**config.mk**
```make
export PLATFORM = sky130hd
export DESIGN_NAME = fcvt_wb_buffer
export DESIGN_NICKNAME = d
export VERILOG_FILES = /design/src/rtl/fcvt_pkg.sv /design/src/rtl/fcvt_wb_buffer.sv
export SDC_FILE = /design/constraint.sdc
export NUM_CORES = 1
export LEC_CHECK = 0
export BUFFER_PORTS_ARGS = -buffer_cell sky130_fd_sc_hd__buf_2
export CORE_ASPECT_RATIO = 1.75
export CORE_MARGIN = 4
export CORE_UTILIZATION = 58
export CTS_CLUSTER_SIZE = 40
export DETAILED_ROUTE_END_ITERATION = 7
export PLACE_DENSITY = 0.81
export SYNTH_ARGS = -nofsm -noshare
export SYNTH_HDL_FRONTEND = slang
export SYNTH_SLANG_ARGS = --single-unit
```
**constraint.sdc**
```tcl
create_clock -name clk -period 4.5 [get_ports clk]
set_input_delay 0.225 -clock clk [delete_from_list [all_inputs] [get_ports clk]]
set_output_delay 0.225 -clock clk [all_outputs]
set_load 0.1 [all_outputs]
```
**src/rtl/fcvt_pkg.sv**
```systemverilog
// Shared types and default sizes for the itof writeback path.
package fcvt_pkg;

  localparam int FCVT_TAG_W    = 5;
  localparam int FCVT_DATA_W   = 32;
  localparam int FCVT_WB_DEPTH = 4;

  // One writeback slot: destination tag, converted result, result-present flag.
  typedef struct packed {
    logic [FCVT_TAG_W-1:0]  tag;
    logic [FCVT_DATA_W-1:0] data;
    logic                   filled;
  } wb_entry_t;

endpackage

```
**src/rtl/fcvt_wb_buffer.sv**
```systemverilog
// In-order writeback buffer behind the itof pipeline.
// A slot is allocated at issue (tag captured), filled when the matching
// result comes out of itof, and drained through a valid/ready port.
// Slots are filled strictly in issue order because itof is in-order.
module fcvt_wb_buffer
  import fcvt_pkg::*;
#(
  parameter int DEPTH  = FCVT_WB_DEPTH,
  parameter int TAG_W  = FCVT_TAG_W,
  parameter int DATA_W = FCVT_DATA_W
) (
  input  logic                   clk,
  input  logic                   rst,
  input  logic                   issue_valid,
  input  logic [TAG_W-1:0]       issue_tag,
  output logic                   issue_ready,
  input  logic                   res_valid,
  input  logic [DATA_W-1:0]      res_data,
  output logic                   wb_valid,
  input  logic                   wb_ready,
  output logic [TAG_W-1:0]       wb_tag,
  output logic [DATA_W-1:0]      wb_data,
  output logic [$clog2(DEPTH):0] outstanding,
  output logic                   err
);

  localparam int PTR_W = $clog2(DEPTH);
  localparam int CNT_W = PTR_W + 1;
  localparam logic [CNT_W-1:0] FULL_CNT = CNT_W'(DEPTH);

  wb_entry_t        mem_q [DEPTH];
  logic [PTR_W-1:0] wr_ptr_q;
  logic [PTR_W-1:0] fill_ptr_q;
  logic [PTR_W-1:0] rd_ptr_q;
  logic [CNT_W-1:0] cnt_q;
  logic             err_q;

  logic full;
  logic issue_fire;
  logic res_pending;
  logic res_fire;
  logic pop_fire;

  assign full       = (cnt_q == FULL_CNT);
  assign issue_fire = issue_valid && !full;

  // When full, wr_ptr aliases rd_ptr, so fill_ptr == wr_ptr can mean either
  // "everything filled" or "nothing filled"; the slot's filled bit decides.
  assign res_pending = (fill_ptr_q != wr_ptr_q) || (full && !mem_q[fill_ptr_q].filled);
  assign res_fire    = res_valid && res_pending;

  assign pop_fire    = wb_valid && wb_ready;

  assign issue_ready = !full;
  assign wb_valid    = mem_q[rd_ptr_q].filled && (cnt_q != '0);
  assign wb_tag      = mem_q[rd_ptr_q].tag;
  assign wb_data     = mem_q[rd_ptr_q].data;
  assign outstanding = cnt_q;
  assign err         = err_q;

  // Slot storage: issue, fill and pop always touch distinct slots.
  always_ff @(posedge clk) begin
    if (rst) begin
      for (int i = 0; i < DEPTH; i++) begin
        mem_q[i] <= '0;
      end
    end else begin
      if (issue_fire) begin
        mem_q[wr_ptr_q].tag    <= issue_tag;
        mem_q[wr_ptr_q].filled <= 1'b0;
      end
      if (res_fire) begin
        mem_q[fill_ptr_q].data   <= res_data;
        mem_q[fill_ptr_q].filled <= 1'b1;
      end
      if (pop_fire) begin
        mem_q[rd_ptr_q].filled <= 1'b0;
      end
    end
  end

  // Pointer advance; all three wrap naturally at the power-of-two depth.
  always_ff @(posedge clk) begin
    if (rst) begin
      wr_ptr_q   <= '0;
      fill_ptr_q <= '0;
      rd_ptr_q   <= '0;
    end else begin
      if (issue_fire) wr_ptr_q   <= wr_ptr_q + 1'b1;
      if (res_fire)   fill_ptr_q <= fill_ptr_q + 1'b1;
      if (pop_fire)   rd_ptr_q   <= rd_ptr_q + 1'b1;
    end
  end

  // Occupancy: simultaneous issue and pop cancel out.
  always_ff @(posedge clk) begin
    if (rst) begin
      cnt_q <= '0;
    end else begin
      case ({issue_fire, pop_fire})
        2'b10:   cnt_q <= cnt_q + 1'b1;
        2'b01:   cnt_q <= cnt_q - 1'b1;
        default: cnt_q <= cnt_q;
      endcase
    end
  end

  // Sticky flag for a result that arrives with no slot waiting for it.
  always_ff @(posedge clk) begin
    if (rst) begin
      err_q <= 1'b0;
    end else if (res_valid && !res_pending) begin
      err_q <= 1'b1;
    end
  end

endmodule

```
Yosys cells after proc, flatten, opt, wreduce, memory -nomap -nowiden:

Memory sizes are Yosys's and may differ from the RTL's. A register that Yosys moved wholly into a read port is not among the register bits.
Index checks and enable logic that the tools add are counted.

* flip-flop bits (word level): 10
* bits in writable memories: 152
* input port bits: 42
* output and inout bits: 43
* word-level logic and storage cells: 55
* memories: 1

Memory list
* mem_q: words 4, width 38, read ports 2, clocked after Yosys merged registers in 2, write ports 4, line fcvt_wb_buffer.sv:31 `wb_entry_t mem_q [DEPTH];`

* add/subtract/negate cells: 5
* equal/unequal tests: 4
* muxes and demuxes: 25
* reduce and logical (&&, ||, !) cells: 15

Operators by type and width (count)
* $mux 38: 3
* $reduce_or 38->1: 3
* $mux 2: 10
* $mux 1: 11
* $add 2x1->2 const B: 3
* $logic_and 1x1->1: 6
* $pmux 3 s2: 1
* $add 3x1->3 const B: 1
* $eq 3x3->1 const B: 1
* $logic_not 1->1: 3
* $reduce_bool 3->1: 1
* $sub 3x1->3 const B: 1
* $eq 2x1->1 const B: 1
* $eq 2x2->1 const B: 1
* $ne 2x2->1: 1
* $reduce_bool 2->1: 1
* $logic_or 1x1->1: 1

Logic depth before layout (Yosys ltp):

* depth in word-level cells: 9
* depth in mapped cells: 8
* mapped depth without buffers: 8

Worst setup path before layout:

OpenSTA, ideal clock, no wires.

* path kind: register -> register
* start point: reg cnt_q[2] (netlist: outstanding[2])
* end point: mem mem_q[3][10] (netlist bit) (enable)
* setup time: 0.466 ns
* arrival: 4.369 ns
* data required time: 4.034 ns
* slack: -0.335 ns
* cell stages (with the launch flop): 5
* buffers on the path: 1
* clock period less this slack: 4.835 ns
* cells stage by stage: dfxtp_1 or3b_1 buf_2 o211a_4 o21ai_0

RTL lines
* from (decl): line fcvt_wb_buffer.sv:35 `logic [CNT_W-1:0] cnt_q;`
* from (signal assigned): line fcvt_wb_buffer.sv:101 `2'b10: cnt_q <= cnt_q + 1'b1;`
* from (signal assigned): line fcvt_wb_buffer.sv:102 `2'b01: cnt_q <= cnt_q - 1'b1;`
* from (signal assigned): line fcvt_wb_buffer.sv:103 `default: cnt_q <= cnt_q;`
* to (decl): line fcvt_wb_buffer.sv:31

==> results.json <==
{
  "grt.total_usage_pct": 22.0,
  "slew_viol_final": 0,
  "finalSetupViolations": 0,
  "antenna_cells": 0,
  "clock_latency_ns": 0.41,
  "worst_slew_pin_slew_ns": 1.16,
  "clkTransAtPathRegs_ns": 0.06,
  "htree_levels": 4,
  "peakVddDrop_mv": 0.314,
  "final_core_util_pct": 68.3,
  "syn_inst": 502,
  "p_total_mw": 3.90,
  "clock_sinks": 166,
  "antenna_found_initial": 0,
  "drt-vias-per-instance": 5.80,
  "clock-root-buffer": "clkbuf_16",
  "status": "completed",
  "num_rows": 53,
  "ys_types": 35,
  "p_leak_nw": 3.11,
  "stdcell_count": 753,
  "ctsResizeCount": 0,
  "ctsHoldBuffers": 0,
  "num_vias": 4365,
  "place_area_um2": 7760,
  "dp_slack_ns": 1.30,
  "area_delta_synth_final_pct": 14.8,
  "fin_nets": 629,
  "fmax_mhz": 307,
  "fin_area_um2": 8290,
  "yosysWarnings": 0,
  "rr_worst_depth": 4,
  "grt.overflow.total": 0,
  "place_congestion": 0.811,
  "cp_data_required_time_ns": 4.54,
  "crit_type": "flip-flop to flip-flop",
  "powerDensity_nw_per_um2": 470,
  "die-width_um": 92.3,
  "dieArea_um2": 14400,
  "cp-end-kind": "flip-flop",
  "worst_setup_path_start_kind": "flip-flop",
  "hold_ws_ns": 0.108,
  "tritoncts": "done",
  "grt_pass1_vias": 4616,
  "r2r_slack_ns": 1.25,
  "die_y_um": 156,
  "port_buffers": 84,
  "post_drt_wl_per_cell_um": 19.9,
  "post_cts_buffers": 0,
  "drt_iter0_markers": 342,
  "start_util_pct": 59.5,
  "grt_pass1_wl_um": 23600,
  "synth_area_per_cell_um2": 14.4,
  "fin_ws_ns": 1.25,
  "pin_count": 85,
  "yosysSeqAreaShare_pct": 66.6,
  "antenna_left": 0,
  "setup_tns_ns": 0,
  "hold_class": "primary input to flip-flop",
  "maxCapViolCount": 0,
  "rsz0062_at_grt": "no",
  "placedCellCount": 723,
  "drc": 0,
  "ys_seq_elements": 166,
  "layout_min_cycle_time_ns": 3.25,
  "synth_nets": 554,
  "timing.final.hold_violations": 0,
  "arrival_ns": 3.29,
  "totalWireLength_um": 15000,
  "grt_max_degree": 43,
  "hold_path_depth": 2,
  "relSlewSlack_pct": 22.4,
  "hpwl_um": 9940,
  "clk_path_buf_depth": 2,
  "period_share_pct": 72.3,
  "clock_skew_ns": 0.00885,
  "numCtsBuffers": 17,
  "critPathMaxFanout": 33,
  "first_pass_iters": 5,
  "core_um2": 12100,
  "drive_gt1_share_pct": 28.1,
  "synth_area_um2": 7220
}
[final timing paths]
| check | endpoint | from |
|---|---|---|
| hold / removal | mem_q[3][29] | res_data[28] |
| setup reg to reg | mem_q[0][5] | outstanding[0] |
| hold reg to reg | err | err |
| setup / recovery | mem_q[0][5] | outstanding[0] |
[state kept, by name, summed over array words and instances (netlist names), named ones only]
signal and flops:
rd_ptr_q 2, wr_ptr_q 2, err 1, outstanding 3
fill_ptr_q 2, mem_q 152
[worst max-delay path, stage by stage (launching register included)]
cell      delay [ns]
dfxtp_1         0.37
or3b_1          0.53
o211ai_2        0.37
nand3_2         0.65
nand2_2         0.93
[logic make-up (layout without fill, tap and decap cells)]
group                      after synthesis  after routing  synth area share (%)
buffers and inverters                   38            124                  2.24
xor gates and xnor gates                 6              6                 0.728
DFF                                    166            166                  66.6
AOI/OAI and AO/OA                       29             29                  2.74
and+or+nand+nor                        212            212                  13.4
muxes                                   41             41                  12.4
adders and majority gates               10             10                  1.84
[layer usage]
| layer | up-vias | global-route usage, % | part of all wire [%] |
|---|---|---|---|
| met3 | 32 | 4.44 | 5.4 |
| met1 | 2179 | 23.4 | 33 |
| met2 | 183 | 41.3 | 58 |
| met4 | 0 | 9.57 | 3.0 |
| li1 | 1971 | - | - |
| met5 | - | 0 | 0 |
[report_power, final]
group / internal, mW / leakage [nW] / switching [mW]
Combinational: 0.156 / 1.17 / 0.610
Clock: 0.748 / 0.249 / 0.545
Sequential: 1.79 / 1.69 / 0.0442
Total: 2.70 / 3.11 / 1.20
[area by class of cell]
cell class / count / area, µm²
clock inverters: 10 / 85.1
well taps: 165 / 206
clock buffers: 20 / 437
fillers: 833 / 3850
multi-input cells: 298 / 2280
repair buffers: 86 / 435
flip-flops and latches: 166 / 4810
inverters: 8 / 30.0
[cell usage in the layout (no fill, tap or decap), types with 2 or more instances in the layout]
cell and count:
nor2_1 106, and2_1 51, buf_2 84, nand2b_1 2, buf_4 2, o311ai_0 2
a21oi_1 7, mux2i_1 2, xnor2_1 4, dfxtp_2 2, nand3_2 3, clkinvlp_4 3
nand3_1 3, dfxtp_1 16, clkinv_2 4, clkbuf_1 3, xor2_1 2, nor3_1 3
a22oi_1 3, nand2_2 3, clkbuf_16 17, edfxtp_1 148, o211ai_1 2, mux4_2 39
o21ai_0 9, inv_1 7, nand2_1 35, ha_1 9
[cell usage after synthesis]
| master | n | area (µm²) |
|---|---|---|
| a21oi_1 | 7 | 35.0 |
| a22oi_1 | 3 | 22.5 |
| a2bb2oi_1 | 1 | 8.76 |
| a41o_1 | 1 | 10.0 |
| and2_1 | 51 | 319 |
| buf_2 | 12 | 60.1 |
| clkbuf_1 | 15 | 56.3 |
| clkbuf_2 | 3 | 15.0 |
| dfxtp_1 | 18 | 360 |
| edfxtp_1 | 148 | 4440 |
| fa_1 | 1 | 20.0 |
| ha_1 | 9 | 113 |
| inv_1 | 7 | 26.3 |
| inv_2 | 1 | 3.75 |
| mux2i_1 | 2 | 20.0 |
| mux4_2 | 39 | 878 |
| nand2_1 | 38 | 143 |
| nand2b_1 | 2 | 12.5 |
| nand3_1 | 6 | 30.0 |
| nor2_1 | 106 | 398 |
| nor3_1 | 3 | 15.0 |
| nor3_4 | 1 | 16.3 |
| nor4_1 | 1 | 6.26 |
| nor4b_1 | 1 | 8.76 |
| o211a_4 | 1 | 17.5 |
| o211ai_1 | 2 | 15.0 |
| o211ai_2 | 1 | 12.5 |
| o21ai_0 | 10 | 50.1 |
| o311ai_0 | 2 | 17.5 |
| o31a_1 | 1 | 8.76 |
| or2_2 | 1 | 6.26 |
| or3_1 | 1 | 6.26 |
| or3b_1 | 1 | 8.76 |
| xnor2_1 | 4 | 35.0 |
| xor2_1 | 2 | 17.5 |
Note: power is estimated with default switching activity, not from simulation.
